`config.mk`:
```
export PLATFORM = sky130hd
export DESIGN_NAME = cheshire_eoc_monitor_flat
export DESIGN_NICKNAME = d
export VERILOG_FILES = /design/src/rtl/cheshire_eoc_monitor_if.sv /design/src/rtl/cheshire_eoc_monitor.sv /design/src/flat_wrapper.sv
export SDC_FILE = /design/constraint.sdc
export NUM_CORES = 1
export LEC_CHECK = 0
export CAP_MARGIN = 15
export CORE_MARGIN = 10
export CORE_UTILIZATION = 35
export CTS_CLUSTER_DIAMETER = 30
export DETAILED_ROUTE_END_ITERATION = 12
export PLACE_DENSITY = 0.68
export SLEW_MARGIN = 0
export SYNTH_ARGS = -nofsm -noshare
export SYNTH_HDL_FRONTEND = slang
export SYNTH_SLANG_ARGS = --single-unit
```
`constraint.sdc`:
```
create_clock -name clk_i -period 5 [get_ports clk_i]
set_input_delay 1 -clock clk_i [delete_from_list [all_inputs] [get_ports clk_i]]
set_output_delay 1 -clock clk_i [all_outputs]
set_load 0.01 [all_outputs]
```
`src/rtl/cheshire_eoc_monitor_if.sv`:
```
// Signal bundle between an EOC driver (harts / preload agents) and the monitor.
interface cheshire_eoc_monitor_if #(
   parameter int unsigned NumChan   = 2,
   parameter int unsigned DataWidth = 32
) ();

   localparam int unsigned ChanWidth = (NumChan > 1) ? $clog2(NumChan) : 1;

   logic                           start_i;
   logic [NumChan-1:0]             wr_valid_i;
   logic [NumChan*DataWidth-1:0]   wr_data_i;

   logic                           busy_o;
   logic                           done_o;
   logic [NumChan-1:0]             chan_done_o;
   logic [DataWidth-2:0]           exit_code_o;
   logic [ChanWidth-1:0]           exit_chan_o;
   logic                           timeout_o;
   logic                           pass_o;

   modport master (
      output start_i, wr_valid_i, wr_data_i,
      input  busy_o, done_o, chan_done_o, exit_code_o, exit_chan_o, timeout_o, pass_o
   );

   modport slave (
      input  start_i, wr_valid_i, wr_data_i,
      output busy_o, done_o, chan_done_o, exit_code_o, exit_chan_o, timeout_o, pass_o
   );

endinterface

```
`src/rtl/cheshire_eoc_monitor.sv`:
```
// End-of-computation monitor: arms a set of EOC channels, waits for their exit
// writes (or a cycle timeout) and reports an aggregated exit code.
module cheshire_eoc_monitor #(
   parameter int unsigned NumChan       = 2,
   parameter int unsigned DataWidth     = 32,
   parameter int unsigned TimeoutCycles = 1000000,
   parameter bit          WaitAll       = 1'b1
) (
   input logic                   clk_i,
   input logic                   rst_i,
   cheshire_eoc_monitor_if.slave bus
);

   localparam int unsigned ChanWidth = (NumChan > 1) ? $clog2(NumChan) : 1;
   localparam int unsigned CodeWidth = DataWidth - 1;
   localparam int unsigned CntWidth  = (TimeoutCycles > 1) ? $clog2(TimeoutCycles) : 1;
   localparam logic [CntWidth-1:0] CntLast = CntWidth'(TimeoutCycles - 1);

   typedef enum logic [1:0] {
      CH_IDLE    = 2'd0,
      CH_ARMED   = 2'd1,
      CH_DONE    = 2'd2,
      CH_TIMEOUT = 2'd3
   } chan_state_e;

   typedef enum logic [1:0] {
      TOP_IDLE   = 2'd0,
      TOP_RUN    = 2'd1,
      TOP_FINISH = 2'd2
   } top_state_e;

   chan_state_e          chan_q    [NumChan];
   chan_state_e          chan_step [NumChan];
   chan_state_e          chan_d    [NumChan];
   logic [CodeWidth-1:0] code_q    [NumChan];
   logic [CodeWidth-1:0] code_d    [NumChan];

   top_state_e           top_q, top_d;
   logic [CntWidth-1:0]  cnt_q, cnt_d;

   logic                 done_q, done_d;
   logic                 timeout_q, timeout_d;
   logic                 pass_q, pass_d;
   logic [CodeWidth-1:0] exit_code_q, exit_code_d;
   logic [ChanWidth-1:0] exit_chan_q, exit_chan_d;

   logic                 arm;
   logic                 timeout_hit;
   logic                 any_armed;
   logic                 any_ended;
   logic                 finish;

   logic                 found_tmo, found_nz, found_done;
   logic [ChanWidth-1:0] tmo_idx, nz_idx, done_idx;
   logic [CodeWidth-1:0] nz_code;

   // A start request is only honoured outside of a running measurement.
   assign arm         = bus.start_i && (top_q != TOP_RUN);
   assign timeout_hit = (TimeoutCycles != 0) && (top_q == TOP_RUN) && (cnt_q == CntLast);

   // Per-channel transitions: arm, first valid EOC write, or forced timeout (write wins).
   always_comb begin
      for (int k = 0; k < NumChan; k++) begin
         chan_step[k] = chan_q[k];
         code_d[k]    = code_q[k];
         if (arm) begin
            chan_step[k] = CH_ARMED;
            code_d[k]    = '0;
         end else if ((top_q == TOP_RUN) && (chan_q[k] == CH_ARMED)) begin
            if (bus.wr_valid_i[k] && bus.wr_data_i[k*DataWidth]) begin
               chan_step[k] = CH_DONE;
               code_d[k]    = bus.wr_data_i[k*DataWidth+1 +: CodeWidth];
            end else if (timeout_hit) begin
               chan_step[k] = CH_TIMEOUT;
            end
         end
      end
   end

   // Finish decision on the channel states that will be visible next cycle.
   always_comb begin
      any_armed = 1'b0;
      any_ended = 1'b0;
      for (int k = 0; k < NumChan; k++) begin
         if (chan_step[k] == CH_ARMED) any_armed = 1'b1;
         if ((chan_step[k] == CH_DONE) || (chan_step[k] == CH_TIMEOUT)) any_ended = 1'b1;
      end
      finish = (top_q == TOP_RUN) && (WaitAll ? !any_armed : any_ended);
   end

   // In any-channel mode, channels still waiting at finish are released so late writes are dropped.
   always_comb begin
      for (int k = 0; k < NumChan; k++) begin
         chan_d[k] = chan_step[k];
         if (finish && !WaitAll && (chan_step[k] == CH_ARMED)) chan_d[k] = CH_IDLE;
      end
   end

   // Channel state and captured exit code registers.
   always_ff @(posedge clk_i or posedge rst_i) begin
      if (rst_i) begin
         for (int k = 0; k < NumChan; k++) begin
            chan_q[k] <= CH_IDLE;
            code_q[k] <= '0;
         end
      end else begin
         for (int k = 0; k < NumChan; k++) begin
            chan_q[k] <= chan_d[k];
            code_q[k] <= code_d[k];
         end
      end
   end

   // Top-level state register.
   always_ff @(posedge clk_i or posedge rst_i) begin
      if (rst_i) top_q <= TOP_IDLE;
      else       top_q <= top_d;
   end

   // Top-level next-state: a start arms, a finish ends, start during a run is ignored.
   always_comb begin
      top_d = top_q;
      case (top_q)
         TOP_IDLE:   if (bus.start_i) top_d = TOP_RUN;
         TOP_RUN:    if (finish)      top_d = TOP_FINISH;
         TOP_FINISH: if (bus.start_i) top_d = TOP_RUN;
         default:    top_d = TOP_IDLE;
      endcase
   end

   // Top-level outputs, all derived from registered state.
   always_comb begin
      bus.busy_o      = (top_q == TOP_RUN);
      bus.done_o      = done_q;
      bus.exit_code_o = exit_code_q;
      bus.exit_chan_o = exit_chan_q;
      bus.timeout_o   = timeout_q;
      bus.pass_o      = pass_q;
      bus.chan_done_o = '0;
      for (int k = 0; k < NumChan; k++) begin
         bus.chan_done_o[k] = (chan_q[k] == CH_DONE);
      end
   end

   // Saturating run-cycle counter, restarted on every arm.
   always_comb begin
      cnt_d = cnt_q;
      if (arm)                                   cnt_d = '0;
      else if ((top_q == TOP_RUN) && (cnt_q != '1)) cnt_d = cnt_q + 1'b1;
   end

   // Lowest-index search for timed-out, nonzero-code and completed channels.
   always_comb begin
      found_tmo  = 1'b0;
      found_nz   = 1'b0;
      found_done = 1'b0;
      tmo_idx    = '0;
      nz_idx     = '0;
      done_idx   = '0;
      nz_code    = '0;
      for (int k = NumChan - 1; k >= 0; k--) begin
         if (chan_d[k] == CH_TIMEOUT) begin
            found_tmo = 1'b1;
            tmo_idx   = ChanWidth'(k);
         end
         if (chan_d[k] == CH_DONE) begin
            found_done = 1'b1;
            done_idx   = ChanWidth'(k);
            if (code_d[k] != '0) begin
               found_nz = 1'b1;
               nz_idx   = ChanWidth'(k);
               nz_code  = code_d[k];
            end
         end
      end
   end

   // Results are cleared on arm, computed once at finish and then held.
   always_comb begin
      done_d      = finish;
      exit_code_d = exit_code_q;
      exit_chan_d = exit_chan_q;
      timeout_d   = timeout_q;
      pass_d      = pass_q;
      if (arm) begin
         exit_code_d = '0;
         exit_chan_d = '0;
         timeout_d   = 1'b0;
         pass_d      = 1'b0;
      end else if (finish) begin
         if (found_tmo) begin
            exit_code_d = '1;
            exit_chan_d = tmo_idx;
            timeout_d   = 1'b1;
            pass_d      = 1'b0;
         end else if (found_nz) begin
            exit_code_d = nz_code;
            exit_chan_d = nz_idx;
            timeout_d   = 1'b0;
            pass_d      = 1'b0;
         end else begin
            exit_code_d = '0;
            exit_chan_d = found_done ? done_idx : '0;
            timeout_d   = 1'b0;
            pass_d      = 1'b1;
         end
      end
   end

   // Counter, done pulse and result registers.
   always_ff @(posedge clk_i or posedge rst_i) begin
      if (rst_i) begin
         cnt_q       <= '0;
         done_q      <= 1'b0;
         exit_code_q <= '0;
         exit_chan_q <= '0;
         timeout_q   <= 1'b0;
         pass_q      <= 1'b0;
      end else begin
         cnt_q       <= cnt_d;
         done_q      <= done_d;
         exit_code_q <= exit_code_d;
         exit_chan_q <= exit_chan_d;
         timeout_q   <= timeout_d;
         pass_q      <= pass_d;
      end
   end

endmodule
```
`src/flat_wrapper.sv`:
```
// flat-port wrapper written by rule: the top's interface ports become plain ports
module cheshire_eoc_monitor_flat 
#(
   parameter int unsigned NumChan       = 2,
   parameter int unsigned DataWidth     = 32,
   parameter int unsigned TimeoutCycles = 1000000,
   parameter bit          WaitAll       = 1'b1
)
  (clk_i, rst_i, bus_start_i, bus_wr_valid_i, bus_wr_data_i, bus_busy_o, bus_done_o, bus_chan_done_o, bus_exit_code_o, bus_exit_chan_o, bus_timeout_o, bus_pass_o);
  cheshire_eoc_monitor_if #(.NumChan(NumChan), .DataWidth(DataWidth)) bus_i ();
  input logic clk_i;
  input logic rst_i;
  input wire logic [$bits(bus_i.start_i)-1:0] bus_start_i;
  input wire logic [$bits(bus_i.wr_valid_i)-1:0] bus_wr_valid_i;
  input wire logic [$bits(bus_i.wr_data_i)-1:0] bus_wr_data_i;
  output wire logic [$bits(bus_i.busy_o)-1:0] bus_busy_o;
  output wire logic [$bits(bus_i.done_o)-1:0] bus_done_o;
  output wire logic [$bits(bus_i.chan_done_o)-1:0] bus_chan_done_o;
  output wire logic [$bits(bus_i.exit_code_o)-1:0] bus_exit_code_o;
  output wire logic [$bits(bus_i.exit_chan_o)-1:0] bus_exit_chan_o;
  output wire logic [$bits(bus_i.timeout_o)-1:0] bus_timeout_o;
  output wire logic [$bits(bus_i.pass_o)-1:0] bus_pass_o;
  assign bus_i.start_i = bus_start_i;
  assign bus_i.wr_valid_i = bus_wr_valid_i;
  assign bus_i.wr_data_i = bus_wr_data_i;
  assign bus_busy_o = bus_i.busy_o;
  assign bus_done_o = bus_i.done_o;
  assign bus_chan_done_o = bus_i.chan_done_o;
  assign bus_exit_code_o = bus_i.exit_code_o;
  assign bus_exit_chan_o = bus_i.exit_chan_o;
  assign bus_timeout_o = bus_i.timeout_o;
  assign bus_pass_o = bus_i.pass_o;
  cheshire_eoc_monitor #(.NumChan(NumChan), .DataWidth(DataWidth), .TimeoutCycles(TimeoutCycles), .WaitAll(WaitAll)) u_core (.clk_i(clk_i), .rst_i(rst_i), .bus(bus_i));
endmodule
```
==> metrics.md <==
| Metric | Value |
|---|---|
| Vias in the first global route | 5,271 |
| Setup CP Type | in -> reg |
| Fmax | 278 MHz |
| Synth Register Bits | 123 |
| Startpoint Class | primary input |
| PwrDens | 581 nW/um^2 |
| CTS Buf Count | 17 |
| Util after Layout | 45.7% |
| Initial Util | about 35% |
| Syn Nets | 680 |
| Worst-Skew Late Latency | 0.42 ns |
| Die height | 152 um |
| Area share of the largest cell type after synthesis | ~51% |
| I/O pin count | 107 |
| WL/cell | approximately 20 um |
| Yosys cell types | a little under 70 |
| CTS HTree Levels | 4 |
| Synth top cells by count | dfrtp_1 (123), nand2_1 (87), a21oi_1 (56) |
| Worst setup margin | 1.40 ns |
| Dpl ws | between 1 and 1.5 ns |
| Grt ovf | 0 |
| Slew Viols, Final | 0 |
| Die area | roughly 23,000 sq um |
| Largest vdd supply drop | around 0.29 mV |
| Share of flip-flops with an asynchronous set or reset | 100% |
| Post-synthesis cell area | 6070 sq um |
| Initial antenna violation count | 0 |
| DRT iter0 DRCs | between 300 and 400 |
| Fin. Hold Viols | 0 |
| Setup Viol. Count Final | 0 |
| First-pass GRT wire length | 29,100 um |
| Port buffer count | 106 |
| Synth Area per Inst | 9.95 sq um |
| Initial DRT Pass Iterations | 5 |
| Total GRT Usage | 16.3% |
| Mapped Cells | 610 |
| Setup Total Neg Slack | 0 ns |
| CTS root buffer | clkbuf_16 |
| Clock sink total | around 120 |
| Dominant cell by count in the synthesized netlist | dfrtp_1 |
| Worst min-delay path class | reg -> reg |
| Worst Skew | 0.00773 ns |
| Number of diodes | 0 |
| Ys flop type | dfrtp_1 |
| Vias per cell | between 5 and 6 |
| TritonCTS clock tree | yes |
| Min Tclk post-route | 3.60 ns |
| Number of synthesized flops with an enable pin | 0 |
| Pin slew with the least headroom to its limit | 1.10 ns |
| CP Capture Type | flip-flop |
| Layout cells sized above 1 | 9.94% |
| Fill count | 1,643 |
| Seq/Total Area, Yosys | 50.7% |
| CP Data Arrival Time | 3.95 ns |
| Die W | ~150 um |
| Clock transition at the registers of the reported paths | 0.05 ns |
| Dpl hpwl | between 10,000 and 15,000 um |
| Vias post-DR | a little over 5k |
| Crit path required time | 5.35 ns |
| NumNets Final | 771 |
| Max clock buf depth | 2 |
| CTS Hold Bufs | 0 |
| Routed WL | ~19,000 um |
| RSZ-0062 raised after global routing | no |
| # rows | 48 |
| Area grow syn2layout | 28.9% |
| Slew Limit Headroom | about a quarter |
| Yosys warning total | 0 |
| Post-CTS Setup Inserts | 0 |
| Pleak | around 3.5 nW |
| CTS resizes | 0 |
| Max Cap Viol | 0 |
| Overall power | 0.00454 W |
| Status | finished, final reports clean |
| Fin crit share | 71.9% |
| Synth top area cells | dfrtp_1 (51%), nand2_1 (5.4%), a21oi_1 (4.6%) |
| Largest net degree at the start of global routing | 78 |
| Core area | 17,100 sq um |
| Max FO, Critical Path | 25 |
| Biggest area consumer among synthesized cells | dfrtp_1 |
| Placer Congestion | approximately 0.87 |
| Remaining DRCs | 0 |
| Detail Route Antenna Nets | 0 |
-- worst max-delay path, cell delays in order --
cell and delay [ns]:
clkdlybuf4s50_1 0.47, and4b_1 0.37, and2_1 0.51, o21ai_0 0.20, nand3_1 0.17, nor3b_4 0.92, a221o_1 0.29
-- power by group --
part | total [W] | leakage (nW) | switching (W) | internal [W]
combinational | 0.00174 | 1.60 | 0.000992 | 0.000749
clock | 0.00122 | 0.276 | 0.000445 | 0.000774
sequential | 0.00158 | 1.67 | 0.000249 | 0.00133
total | 0.00454 | 3.54 | 0.00169 | 0.00286
-- flip-flops by register name, indices dropped and copies added, names as in the netlist --
name	cells
u_core.chan_q	4
u_core.bus.pass_o	1
u_core.code_q	62
u_core.bus.exit_code_o	31
u_core.cnt_q	20
u_core.bus.timeout_o	1
u_core.top_q	2
u_core.bus.done_o	1
u_core.bus.exit_chan_o	1
-- final timing paths --
| path | from | endpoint | slack, ns | depth (start not counted) |
|---|---|---|---|---|
| max | bus_wr_valid_i[1] | u_core.bus.exit_code_o[4] | 1.40 | 7 |
| max in group asynchronous | rst_i | u_core.code_q[4] | 3.07 | 3 |
| min | u_core.bus.timeout_o | u_core.bus.timeout_o | 0.48 | 1 |
| min in group asynchronous | rst_i | u_core.cnt_q[1] | 1.17 | 2 |
| min reg2reg | u_core.bus.timeout_o | u_core.bus.timeout_o | 0.48 | 1 |
| max reg2reg | u_core.top_q[1] | u_core.bus.exit_code_o[4] | 1.86 | 7 |
-- cell families after synthesis --
kind of cell,Yosys count,synth area share (%)
compound gates,157,18.4
xor+xnor,11,1.59
fa+ha+maj,1,0.206
buf+inv,78,6.83
flops,123,50.7
mux,9,1.51
simple gates,231,20.8
-- metal layers --
metal / up-vias / global-route usage [%] / wire [um]
met5: - / 0 / 0
met4: 0 / 5.34 / 351
met3: 25 / 4.51 / 1400
met2: 182 / 27.1 / 9080
met1: 2522 / 20.0 / 7760
li1: 2426 / - / -
-- layout by cell type, fill, tap and decap left out, types with 4 or more instances in the layout --
master           synthesis  layout
dfrtp_1                123     123
clkdlybuf4s50_1          0     106
nand2_1                 87      87
a21oi_1                 56      56
inv_1                   34      33
and3_1                  27      27
a221o_1                 26      26
nor4_1                  25      25
o22ai_1                 25      25
nor2_1                  25      24
clkbuf_16                0      17
nand4_1                 14      14
nand3_1                 13      13
o21ai_0                 12      12
mux2i_1                  8       8
buf_4                    3       7
nor3_1                   6       6
or4_1                    6       6
xor2_1                   6       6
xnor2_1                  5       5
a32oi_1                  5       5
and4_1                   4       4
o31ai_1                  4       4
clkinvlp_4               0       4
-- per-stage QoR --
step | hold WS [ns] | instance area (sq um) | instances
5_1_grt | 0.505 | 7820 | 939
3_5_place_dp | 0.470 | 7210 | 906
4_1_cts | 0.483 | 7800 | 938
3_3_place_gp | 0.461 | 7210 | 906
2_1_floorplan | 0.438 | 6070 | 610
6_report | 0.477 | 7820 | 939
-- area by class of cell --
class / instances / area (sq um) / area share (%)
clock buffer: 23 / 478 / 6.11
timing repair buffer: 115 / 1150 / 14.7
multi-input combinational: 409 / 2580 / 33.0
inverter: 35 / 136 / 1.74
sequential: 123 / 3080 / 39.4
clock inverter: 9 / 113 / 1.44
tap: 225 / 282 / 3.60
Power figures use the tool's default switching activity.
